$ cat config.mk
export PLATFORM = sky130hd
export DESIGN_NAME = csel_mp_add_seq
export DESIGN_NICKNAME = d
export VERILOG_FILES = /design/src/rtl/csel_mp_add_seq.sv
export SDC_FILE = /design/constraint.sdc
export NUM_CORES = 1
export LEC_CHECK = 0
export BUFFER_PORTS_ARGS = -buffer_cell sky130_fd_sc_hd__buf_2
export CAP_MARGIN = 20
export CORE_MARGIN = 10
export CORE_UTILIZATION = 45
export DETAILED_ROUTE_END_ITERATION = 10
export PLACE_DENSITY = 0.68
export SYNTH_ARGS = -nofsm -noshare
export SYNTH_HDL_FRONTEND = slang
export SYNTH_SLANG_ARGS = --single-unit
$ cat constraint.sdc
create_clock -name clk -period 22.3 [get_ports clk]
set_input_delay 3.345 -clock clk [delete_from_list [all_inputs] [get_ports clk]]
set_output_delay 3.345 -clock clk [all_outputs]
set_load 0.01 [all_outputs]
$ cat src/rtl/csel_mp_add_seq.sv
// Multi-precision add/subtract sequencer: one 16-bit carry-select slice processes
// a WORDS*16-bit operation one word per cycle, least significant word first.
module csel_mp_add_seq #(
  parameter int WORDS = 4,
  parameter int CNT_W = 4
) (
  input  logic                  clk,
  input  logic                  rst,
  input  logic                  in_valid,
  output logic                  in_ready,
  input  logic [16*WORDS-1:0]   a,
  input  logic [16*WORDS-1:0]   b,
  input  logic                  cin,
  input  logic                  sub,
  output logic                  out_valid,
  input  logic                  out_ready,
  output logic [16*WORDS-1:0]   sum,
  output logic                  cout,
  output logic                  ovf,
  output logic                  busy
);

  localparam int W = 16 * WORDS;

  typedef enum logic [1:0] {IDLE, RUN, DONE} state_t;

  state_t           state, state_nxt;
  logic [W-1:0]     op_a, op_b;
  logic             carry;
  logic [CNT_W-1:0] idx;
  logic [15:0]      wa, wb, slice_sum;
  logic             slice_co;
  logic             accept, last;

  function automatic logic [4:0] rca4(input logic [3:0] x, input logic [3:0] y,
                                      input logic c);
    logic [4:0] r;
    logic       cc;
    r  = '0;
    cc = c;
    for (int i = 0; i < 4; i++) begin
      r[i] = x[i] ^ y[i] ^ cc;
      cc   = (x[i] & y[i]) | (cc & (x[i] ^ y[i]));
    end
    r[4] = cc;
    return r;
  endfunction

  // Word select for the current index.
  always_comb begin
    // NOTE: every always_comb output gets a default first so no path leaves it
    // unassigned, which would otherwise infer a latch.
    wa = '0;
    wb = '0;
    for (int w = 0; w < WORDS; w++) begin
      if (idx == CNT_W'(w)) begin
        wa = op_a[16*w +: 16];
        wb = op_b[16*w +: 16];
      end
    end
  end

  // Upper nibbles are precomputed for both carries and picked by the nibble below.
  always_comb begin : slice
    logic [4:0] lo, hi0, hi1;
    logic       c;
    lo        = rca4(wa[3:0], wb[3:0], carry);
    hi0       = '0;
    hi1       = '0;
    slice_sum = '0;
    slice_sum[3:0] = lo[3:0];
    c         = lo[4];
    for (int j = 1; j < 4; j++) begin
      hi0 = rca4(wa[4*j +: 4], wb[4*j +: 4], 1'b0);
      hi1 = rca4(wa[4*j +: 4], wb[4*j +: 4], 1'b1);
      slice_sum[4*j +: 4] = c ? hi1[3:0] : hi0[3:0];
      c = c ? hi1[4] : hi0[4];
    end
    slice_co = c;
  end

  assign last = (idx == CNT_W'(WORDS - 1));

  always_comb begin
    state_nxt = state;
    in_ready  = 1'b0;
    out_valid = 1'b0;
    busy      = 1'b1;
    case (state)
      IDLE: begin
        in_ready = 1'b1;
        busy     = 1'b0;
        if (in_valid) state_nxt = RUN;
      end
      RUN:  if (last) state_nxt = DONE;
      DONE: begin
        out_valid = 1'b1;
        if (out_ready) state_nxt = IDLE;
      end
      default: state_nxt = IDLE;
    endcase
  end

  assign accept = in_valid & in_ready;

  always_ff @(posedge clk) begin
    // NOTE: sequential state uses non-blocking assignments so every register
    // samples pre-edge values regardless of statement order.
    if (rst) begin
      state <= IDLE;
      op_a  <= '0;
      op_b  <= '0;
      carry <= 1'b0;
      idx   <= '0;
      sum   <= '0;
      cout  <= 1'b0;
      ovf   <= 1'b0;
    end else begin
      state <= state_nxt;
      if (accept) begin
        op_a  <= a;
        op_b  <= sub ? ~b : b;
        carry <= sub ? 1'b1 : cin;
        idx   <= '0;
      end else if (state == RUN) begin
        for (int w = 0; w < WORDS; w++) begin
          if (idx == CNT_W'(w)) sum[16*w +: 16] <= slice_sum;
        end
        carry <= slice_co;
        idx   <= idx + CNT_W'(1);
        if (last) begin
          cout <= slice_co;
          // op_b already holds ~b in subtract mode, so one rule covers both.
          ovf  <= (op_a[W-1] == op_b[W-1]) & (slice_sum[15] != op_a[W-1]);
        end
      end
    end
  end

endmodule
# Word-level counts from Yosys, hierarchy flattened
# Cells that the tools add are included.
# totals
reg_bits,201
latchBits,0
ram_bits,0
mem_bits_ro,0
output_inout_bits,69
word_cells,164
memories,0
# op_classes
addsub,1
multipliers,0
div,0
magnitude_cmp,0
n_eq_ne,10
shift,0
muxes,25
n_bitwise,108
n_reduce_logical,9
# ops
op,n
$mux W16,8
$mux W64,1
$not A64 Y64,1
$and A1 B1 Y1,40
$xor A1 B1 Y1,38
$or A1 B1 Y1,25
$reduce_and A3 Y1,5
$mux W4,3
$mux W1,9
$eq A4 B2 Y1 const B,2
$mux W2,3
$ne A2 B2 Y1 const B,3
$pmux W2 S3,1
$add A4 B1 Y4 const B,1
$eq A4 B1 Y1 const B,1
$logic_not A4 Y1,1
$not A1 Y1,4
$eq A2 B1 Y1 const B,1
$eq A2 B2 Y1 const B,1
$logic_not A2 Y1,1
$reduce_bool A2 Y1,1
$reduce_or A2 Y1,1
$eq A1 B1 Y1,1
$ne A1 B1 Y1,1

# Longest topological paths before layout
# Gate-level depths: netlist (run 1).
# logic_depth
ltp_word,19
ltp_mapped,30

# Least setup slack after synthesis (run 1)
# OpenSTA, ideal clock, no wires.
# synth_timing
kind,register -> register
from,register idx[0]
to,register ovf
arrival_ns,7.506
t_required_ns,22.214
slack_ns,14.709
path_stages_with_launch,30
n_path_buf,3
synth_period_minus_slack_ns,7.591
cell_sequence,dfxtp_1 -> ha_1 -> buf_2 -> nor3_1 -> clkbuf_1 -> buf_2 -> a32oi_1 -> fa_1 -> fa_1 -> fa_1 -> inv_1 -> fa_1 -> mux2i_1 -> fa_1 -> fa_1 -> inv_1 -> fa_1 -> mux2i_1 -> fa_1 -> fa_1 -> inv_1 -> fa_1 -> mux2i_1 -> fa_1 -> fa_1 -> inv_1 -> fa_1 -> and3b_1 -> a21oi_1 -> a211oi_1
# synth_between
elab_chain_cells,19
word_cells_on_any_way,94
cone_classes,eq/ne (4); mux (11); bitwise (77); reduce/logical (2)
# synth_rtl
element,line,source
from (decl),30,logic [CNT_W-1:0] idx;
from (signal assigned),130,idx <= idx + CNT_W'(1);
$logic_not A4 Y1,56,if (idx == CNT_W'(w)) begin
$mux W16 (4 in a row),56,
$xor A1 B1 Y1,43,cc = (x[i] & y[i]) | (cc & (x[i] ^ y[i]));
$and A1 B1 Y1,43,
$or A1 B1 Y1,43,
$and A1 B1 Y1,43,
$or A1 B1 Y1,43,
$and A1 B1 Y1,43,
$or A1 B1 Y1,43,
$and A1 B1 Y1,43,
$or A1 B1 Y1,43,
$mux W1 (2 in a row),77,c = c ? hi1[4] : hi0[4];
$mux W4 (*),76,slice_sum[4*j +: 4] = c ? hi1[3:0] : hi0[3:0];
named net slice_sum[15],31,"logic [15:0] wa, wb, slice_sum;"
$ne A1 B1 Y1 (*),134,ovf <= (op_a[W-1] == op_b[W-1]) & (slice_sum[15] != op_a[W-1]);
$and A1 B1 Y1 (*),134,
to (signal assigned),134,
to (decl),19,"output logic ovf,"
# Mark *: on every way through the listed nets, which the timed path passes. The rest lies on a longest branch.
# A chain may end at the register's enable or synchronous reset.

# Final worst setup path (run 1)
# Ends and elaborated chain as after synthesis.

==> results of run 1 <==
## how the worst max path moves through the flow
stage / to / startpoint
2_1_floorplan: ovf$_SDFFE_PP0P_ / idx[0]$_SDFFE_PP0P_
3_3_place_gp: ovf$_SDFFE_PP0P_ / idx[0]$_SDFFE_PP0P_
3_5_place_dp: ovf$_SDFFE_PP0P_ / idx[0]$_SDFFE_PP0P_
4_1_cts: ovf$_SDFFE_PP0P_ / idx[0]$_SDFFE_PP0P_
5_1_grt: ovf$_SDFFE_PP0P_ / idx[0]$_SDFFE_PP0P_
6_report: ovf$_SDFFE_PP0P_ / idx[0]$_SDFFE_PP0P_
## power groups by stage
stage | Combinational [mW] | Sequential [mW] | Clock (mW)
after floorplan | 0.0915 | 0.399 | 0
after global placement | 0.138 | 0.403 | 0
after detailed placement | 0.140 | 0.404 | 0
after CTS | 0.140 | 0.396 | 0.392
after global routing | 0.154 | 0.398 | 0.406
final | 0.140 | 0.396 | 0.386
## Yosys cell counts
cell,count,area share (%)
nand3_1,2,0.11
nand2b_1,55,3.7
nand3b_1,2,0.16
ha_1,10,1.4
dfxtp_1,201,44
buf_4,7,0.57
a31oi_1,2,0.14
buf_2,41,2.2
or3_1,1,0.068
or2_2,1,0.068
a32o_1,14,1.5
clkbuf_1,47,1.9
or3b_1,1,0.095
nand4b_1,1,0.095
nor3b_1,1,0.081
mux2i_1,20,2.2
o21bai_1,2,0.16
buf_1,7,0.28
and2_1,3,0.20
and3b_1,1,0.095
nor4b_4,1,0.26
nand2_1,166,6.8
and2_0,1,0.068
nor2b_1,2,0.14
nor2_1,67,2.7
fa_1,13,2.8
a21oi_1,147,8.0
a211oi_1,115,9.4
a32oi_1,24,2.3
nor3_1,2,0.11
inv_1,11,0.45
nor3b_2,1,0.14
a22oi_1,1,0.081
o21ai_0,33,1.8
xnor2_1,67,6.4
## flip-flops by register name (all words and copies together), names as in the netlist
name	cells
op_b	64
carry	1
state	2
ovf	1
cout	1
sum	64
idx	4
op_a	64
## layer usage
layer  track usage [%]  part of all wire [%]  vias up
met5                 0                     0        -
met1              24.8                    42     3713
met2              33.4                    48      272
li1                  -                     -     3995
met4              4.55                   2.4        0
met3              4.08                   7.5       47
## cell type report
type	instances	area, um^2
clock buffer	31	646
inverter	11	41.3
timing repair buffer	212	1090
fill	1926	9170
multi-input combinational	756	4720
sequential	201	4020
clock inverter	9	135
tap	270	338
## logic make-up after synthesis
family	count (synthesis)	share of synthesized area, %
buffers and inverters	113	5.44
multiplexers	20	2.17
flip-flops	201	43.6
XOR/XNOR	67	6.36
AND/OR/NAND/NOR	308	14.9
AO/OA/AOI/OAI	338	23.3
adder cells (fa/ha/maj)	23	4.18
## worst reg2reg max path: cells and delay by family, from the launching register on
kind            cells  cell delay [ps]
fa+ha+maj          14             5730
compound gates      3              400
flops               1              420
simple gates        2              510
mux                 3              410
buf+inv             5              730
## metrics by stage
step                std cells  setup slack, ps  utilization [%]
global placement         1450            14140             50.6
floorplan                1070            14710                -
global route             1490            13440             54.5
CTS                      1490            13980             54.5
finish                   1490            13990             54.5
detailed placement       1450            14000             50.6
==> flow_summary.yaml, run 1 <==
floorplanning:
  core_mm2: 0.0202
  die_height_um: 163
  floorplan.initialDensity_pct: 45.7
  die-area_mm2: 0.0266
  std_cell_rows: 52
  i_o_pin_count: 203
  die_x_um: 163
sta:
  finalCritPeriodShare_pct: 37.2
  max_freq_ghz: 0.120
  tightestPinTransition_ps: 988
  rsz0062_at_grt: "false"
  timing.final.hold_violations: 0
  hold_slack_ps: 457
  slew_headroom_pct: 34.2
  report.final.slew_viol_count: 0
  clk_skew_ps: 11.5
  setup-tns-final_ps: 0
  setup_viol_count_final: 0
  fin_crit_ps: 8310
critical_path:
  kind_of_end_point_of_the_critical_path: "flip-flop"
  critPathMostFrequentCell: "fa_1"
  worstSetupPathType: "flip-flop to flip-flop"
  rrSetupSlack_ps: 13990
  max_stage_delay_ps: 650
  worst-endpoint-required_ps: 22710
  endpoint_of_the_worst_slack_reg_to_reg_timing_path: "ovf$_SDFFE_PP0P_"
  cpLargestDelayFamily: "adder cells"
  timing.reg2reg.worst_path_depth: 27
  crit_path_max_fanout: 39
  cp.arrival_ps: 8720
  reg_to_reg_start: "idx[0]$_SDFFE_PP0P_"
  timing.critical_path.from_type: "flip-flop"
  cp.buffers_inverters: 5
  slowest_stage: "ha_1"
  cp_num_cells: 27
route:
  dr.first_iter.drc_count: 676
  routedWlPerCell_um: 18.4
  totalWireLength_um: 27400
  num_vias: 8027
  postRouteAntennaNets: 0
  detail_route.vias_per_cell: 5.39
  tritonroute_pass_1_iters: 5
  remaining_drc_errors: 0
cts:
  cts.sink_count: 201
  postCtsSetupRepairBufs: 0
  cts-hold-fix-buffers: 0
  cts.reportedPaths.clkPinSlew_ps: 60
  insertion_delay_ps: 510
  cts_root_buf: "clkbuf_16"
  htreeDepth: 1
  cts-buffers-inserted: 22
  clock_tree.buffer_depth: 3
  postCtsResizedCells: 0
  tritoncts: "yes"
power:
  finalPower_mw: 0.922
  netSwitchingFraction_pct: 26.8
  power_frac_comb_pct: 15.2
  power.internal_mw: 0.674
  power_leakage_nw: 4.25
  power_per_cell_area_mw_per_mm2: 83.8
  p_seq_share_pct: 43.0
  fraction_of_power_consumed_by_the_clock_network_pct: 41.9
  irDropWorstVdd_uv: 43.5
  power_switching_mw: 0.247
min_path:
  hold_class: "flip-flop to flip-flop"
  worst_hold_path.endpoint: "op_a[46]$_SDFFE_PP0P_"
  min_delay_path_depth: 2
  hp-start: "op_a[46]$_SDFFE_PP0P_"
place:
  placed_area_mm2: 0.0102
  dp.final_hpwl_um: 20000
  buffer_ports.inserted: 202
  routability_congestion: 0.901
final_layout:
  fin_nets: 1361
  final_common_cell: "dfxtp_1"
  antennaDiodeCount: 0
  most-common-layout-cells: "dfxtp_1 (201), buf_2 (200), nand2_1 (166)"
  layout-area-overhead-vs-synth_pct: 19.2
  share_of_final_layout_standard_cells_stronger_than_drive_strength_1_pct: 21.0
  finish.instance_area_mm2: 0.0110
global_routing:
  antenna_violations_before_repair: 0
  grt_first_pass_wirelength_um: 42200
  grt.overflow.total: 0
  largest_net_degree_at_the_start_of_global_routing: 114
  grt_pass1_vias: 7737
  track_usage_pct: 19.6
synthesis:
  synth_cell_type_count: 35
  synthesis.area_per_instance_um2: 8.62
  seq_area_frac_synth_pct: 43.6
  yosys_register_bits: 201
  syn-num-nets: 1227
  mappedNetlistArea_mm2: 0.00922
  yosysWarnings: 0
  syn_inst: 1070
run:
  drv_cap: 0
status:
  status: "complete, no violations"
Power figures use the tool's default switching activity.
==> inputs of run 2 (changes only) <==
ABC_AREA = 1   (was default)
PLACE_DENSITY = 0.71   (was 0.68)
clock period = 7.3 ns   (was 22.3 ns; I/O delays follow)
==> flow_summary.yaml, run 2 <==
critical_path:
  max_stage_delay_ps: 480
  reg_to_reg_start: "idx[1]$_SDFFE_PP0P_"
  timing.critical_path.from_type: "flip-flop"
  cp.arrival_ps: 7290
  rrSetupSlack_ps: 390
  endpoint_of_the_worst_slack_reg_to_reg_timing_path: "ovf$_SDFFE_PP0P_"
  crit_path_max_fanout: 6
  cp.buffers_inverters: 7
  slowest_stage: "fa_2"
  critPathMostFrequentCell: "fa_2"
  kind_of_end_point_of_the_critical_path: "flip-flop"
  cpLargestDelayFamily: "adder cells"
  timing.reg2reg.worst_path_depth: 35
  worstSetupPathType: "flip-flop to flip-flop"
  worst-endpoint-required_ps: 7680
sta:
  slew_headroom_pct: 34.1
  timing.final.hold_violations: 0
  max_freq_ghz: 0.145
  tightestPinTransition_ps: 988
  rsz0062_at_grt: "false"
  report.final.slew_viol_count: 0
  setup_viol_count_final: 0
  finalCritPeriodShare_pct: 94.7
  fin_crit_ps: 6910
  hold_slack_ps: 469
  clk_skew_ps: 13.0
  postLayoutSetupSlackWorst_ps: 387
place:
  routability_congestion: 0.993
  buffer_ports.inserted: 202
  dp.final_hpwl_um: 22000
  placed_area_mm2: 0.0106
  place_worst_setup_slack_ps: -118
synthesis:
  synth_flop_cell: "dfxtp_1"
  synth_area_leaders: "dfxtp_1 (42%), nor2_1 (10%), o21ai_0 (8.7%), nand2_1 (6.7%), xnor2_1 (5.6%)"
  yosys_register_bits: 201
  seq_area_frac_synth_pct: 42.3
  yosysWarnings: 0
  synth_cell_type_count: 29
  syn-num-nets: 1443
  syn_inst: 1286
  portion_of_synthesized_cell_area_occupied_by_the_leading_cell_type_pct: 42.3
  mappedNetlistArea_mm2: 0.00951
  number_of_enable_type_register_cells_in_the_synthesized_netlist: 0
  yosys.area.top_type: "dfxtp_1"
  most_frequent_cells_after_synthesis: "nor2_1 (259), dfxtp_1 (201), nand2_1 (170), o21ai_0 (165), inv_1 (103)"
  post-synth-top-count-cell: "nor2_1"
  asyncSetResetFlopFracSynth_pct: 0
  synthesis.area_per_instance_um2: 7.40
final_layout:
  finish.utilization_pct: 54.7
  share_of_final_layout_standard_cells_stronger_than_drive_strength_1_pct: 20.6
  layout-area-overhead-vs-synth_pct: 20.1
  fin_nets: 1614
  layout_top_registers: "op_a x64, op_b x64, sum x64"
  final_common_cell: "nor2_1"
  finish.instance_area_mm2: 0.0114
  antennaDiodeCount: 0
  most-common-layout-cells: "nor2_1 (259), buf_2 (201), dfxtp_1 (200)"
cts:
  tritoncts: "yes"
  cts-buffers-inserted: 21
  clock_tree.buffer_depth: 3
  cts.sink_count: 201
  insertion_delay_ps: 500
  htreeDepth: 1
  cts_root_buf: "clkbuf_16"
  cts.reportedPaths.clkPinSlew_ps: 60
floorplanning:
  floorplan.initialDensity_pct: 45.5
  die_height_um: 165
  i_o_pin_count: 203
  core_mm2: 0.0209
  die-area_mm2: 0.0274
  std_cell_rows: 53
  die_x_um: 165
route:
  remaining_drc_errors: 0
  routedWlPerCell_um: 16.6
  dr_wl_met3_um: 2160
  dr.first_iter.drc_count: 790
  num_vias: 8845
  met1_length_um: 12600
  dr.max_layer_used: "met4"
  totalWireLength_um: 29000
  met2_wirelength_um: 13300
  detail_route.vias_per_cell: 5.07
  tritonroute_pass_1_iters: 5
  postRouteAntennaNets: 0
min_path:
  hp-start: "op_b[52]$_SDFFE_PP0P_"
  min_delay_path_depth: 2
  worst_hold_path.endpoint: "op_b[52]$_SDFFE_PP0P_"
  hold_class: "flip-flop to flip-flop"
global_routing:
  antenna_violations_before_repair: 0
  largest_net_degree_at_the_start_of_global_routing: 76
  grt_pass1_vias: 8515
  track_usage_pct: 20.4
  grt.overflow.total: 0
  grt_first_pass_wirelength_um: 44600
run:
  drv_cap: 0
status:
  status: "complete, no violations"
power:
  irDropWorstVdd_uv: 159
  finalPower_mw: 2.78
  power_per_cell_area_mw_per_mm2: 243
  power_leakage_nw: 5.18
## run 2: through the flow
stage,TNS (ps),cells
5_1_grt,0,1743
3_3_place_gp,-19.7,1708
4_1_cts,0,1742
6_report,0,1743
2_1_floorplan,0,1286
3_5_place_dp,-268,1708
## run 2: logic make-up after synthesis
kind of cell / share of synthesized area [%]
XOR/XNOR: 6.17
AO/OA/AOI/OAI: 14.5
AND/OR/NAND/NOR: 23.7
buffers and inverters: 9.23
adder cells (fa/ha/maj): 4.05
flip-flops: 42.3
## run 2: worst max-delay path by stage
stage,startpoint,cells past startpoint,slack [ps],to
6_report,idx[1]$_SDFFE_PP0P_,35,390,ovf$_SDFFE_PP0P_
5_1_grt,idx[1]$_SDFFE_PP0P_,34,8,ovf$_SDFFE_PP0P_
4_1_cts,idx[1]$_SDFFE_PP0P_,35,9,ovf$_SDFFE_PP0P_
3_5_place_dp,idx[1]$_SDFFE_PP0P_,32,-120,ovf$_SDFFE_PP0P_
3_3_place_gp,idx[1]$_SDFFE_PP0P_,32,-20,ovf$_SDFFE_PP0P_
2_1_floorplan,idx[1]$_SDFFE_PP0P_,32,40,ovf$_SDFFE_PP0P_
## run 2: cell type report
type,instances,area (um^2)
multi-input cells,887,4640
fillers,2105,9460
clock inverters,9,150
repair buffers,235,1280
clock buffers,25,571
flip-flops and latches,201,4030
well taps,275,344
inverters,111,417
## run 2: worst min-delay path, stage by stage, from the launching register on
cell and delay, ps:
dfxtp_1 310, nand2_1 60, a21oi_1 60
## run 2: layer usage
layer	vias to the layer above	GRT usage, %
li1	4450	-
met1	4032	26.4
met2	310	34.0
met3	53	3.37
met4	0	6.30
met5	-	0
## run 2: power breakdown
group	leakage, nW	internal [mW]	switching, mW	total (mW)
sequential	1.65	1.17	0.0423	1.21
combinational	3.18	0.161	0.277	0.438
clock	0.350	0.695	0.430	1.12
## run 2: what timing repair did
action,in CTS,in global routing
endpoints found under the setup margin,5,6
endpoints found under the hold margin,0,0
cloned,0,0
gates resized for setup,6,14
hold buffers,0,0
setup buffers,0,0
pin swaps,1,4
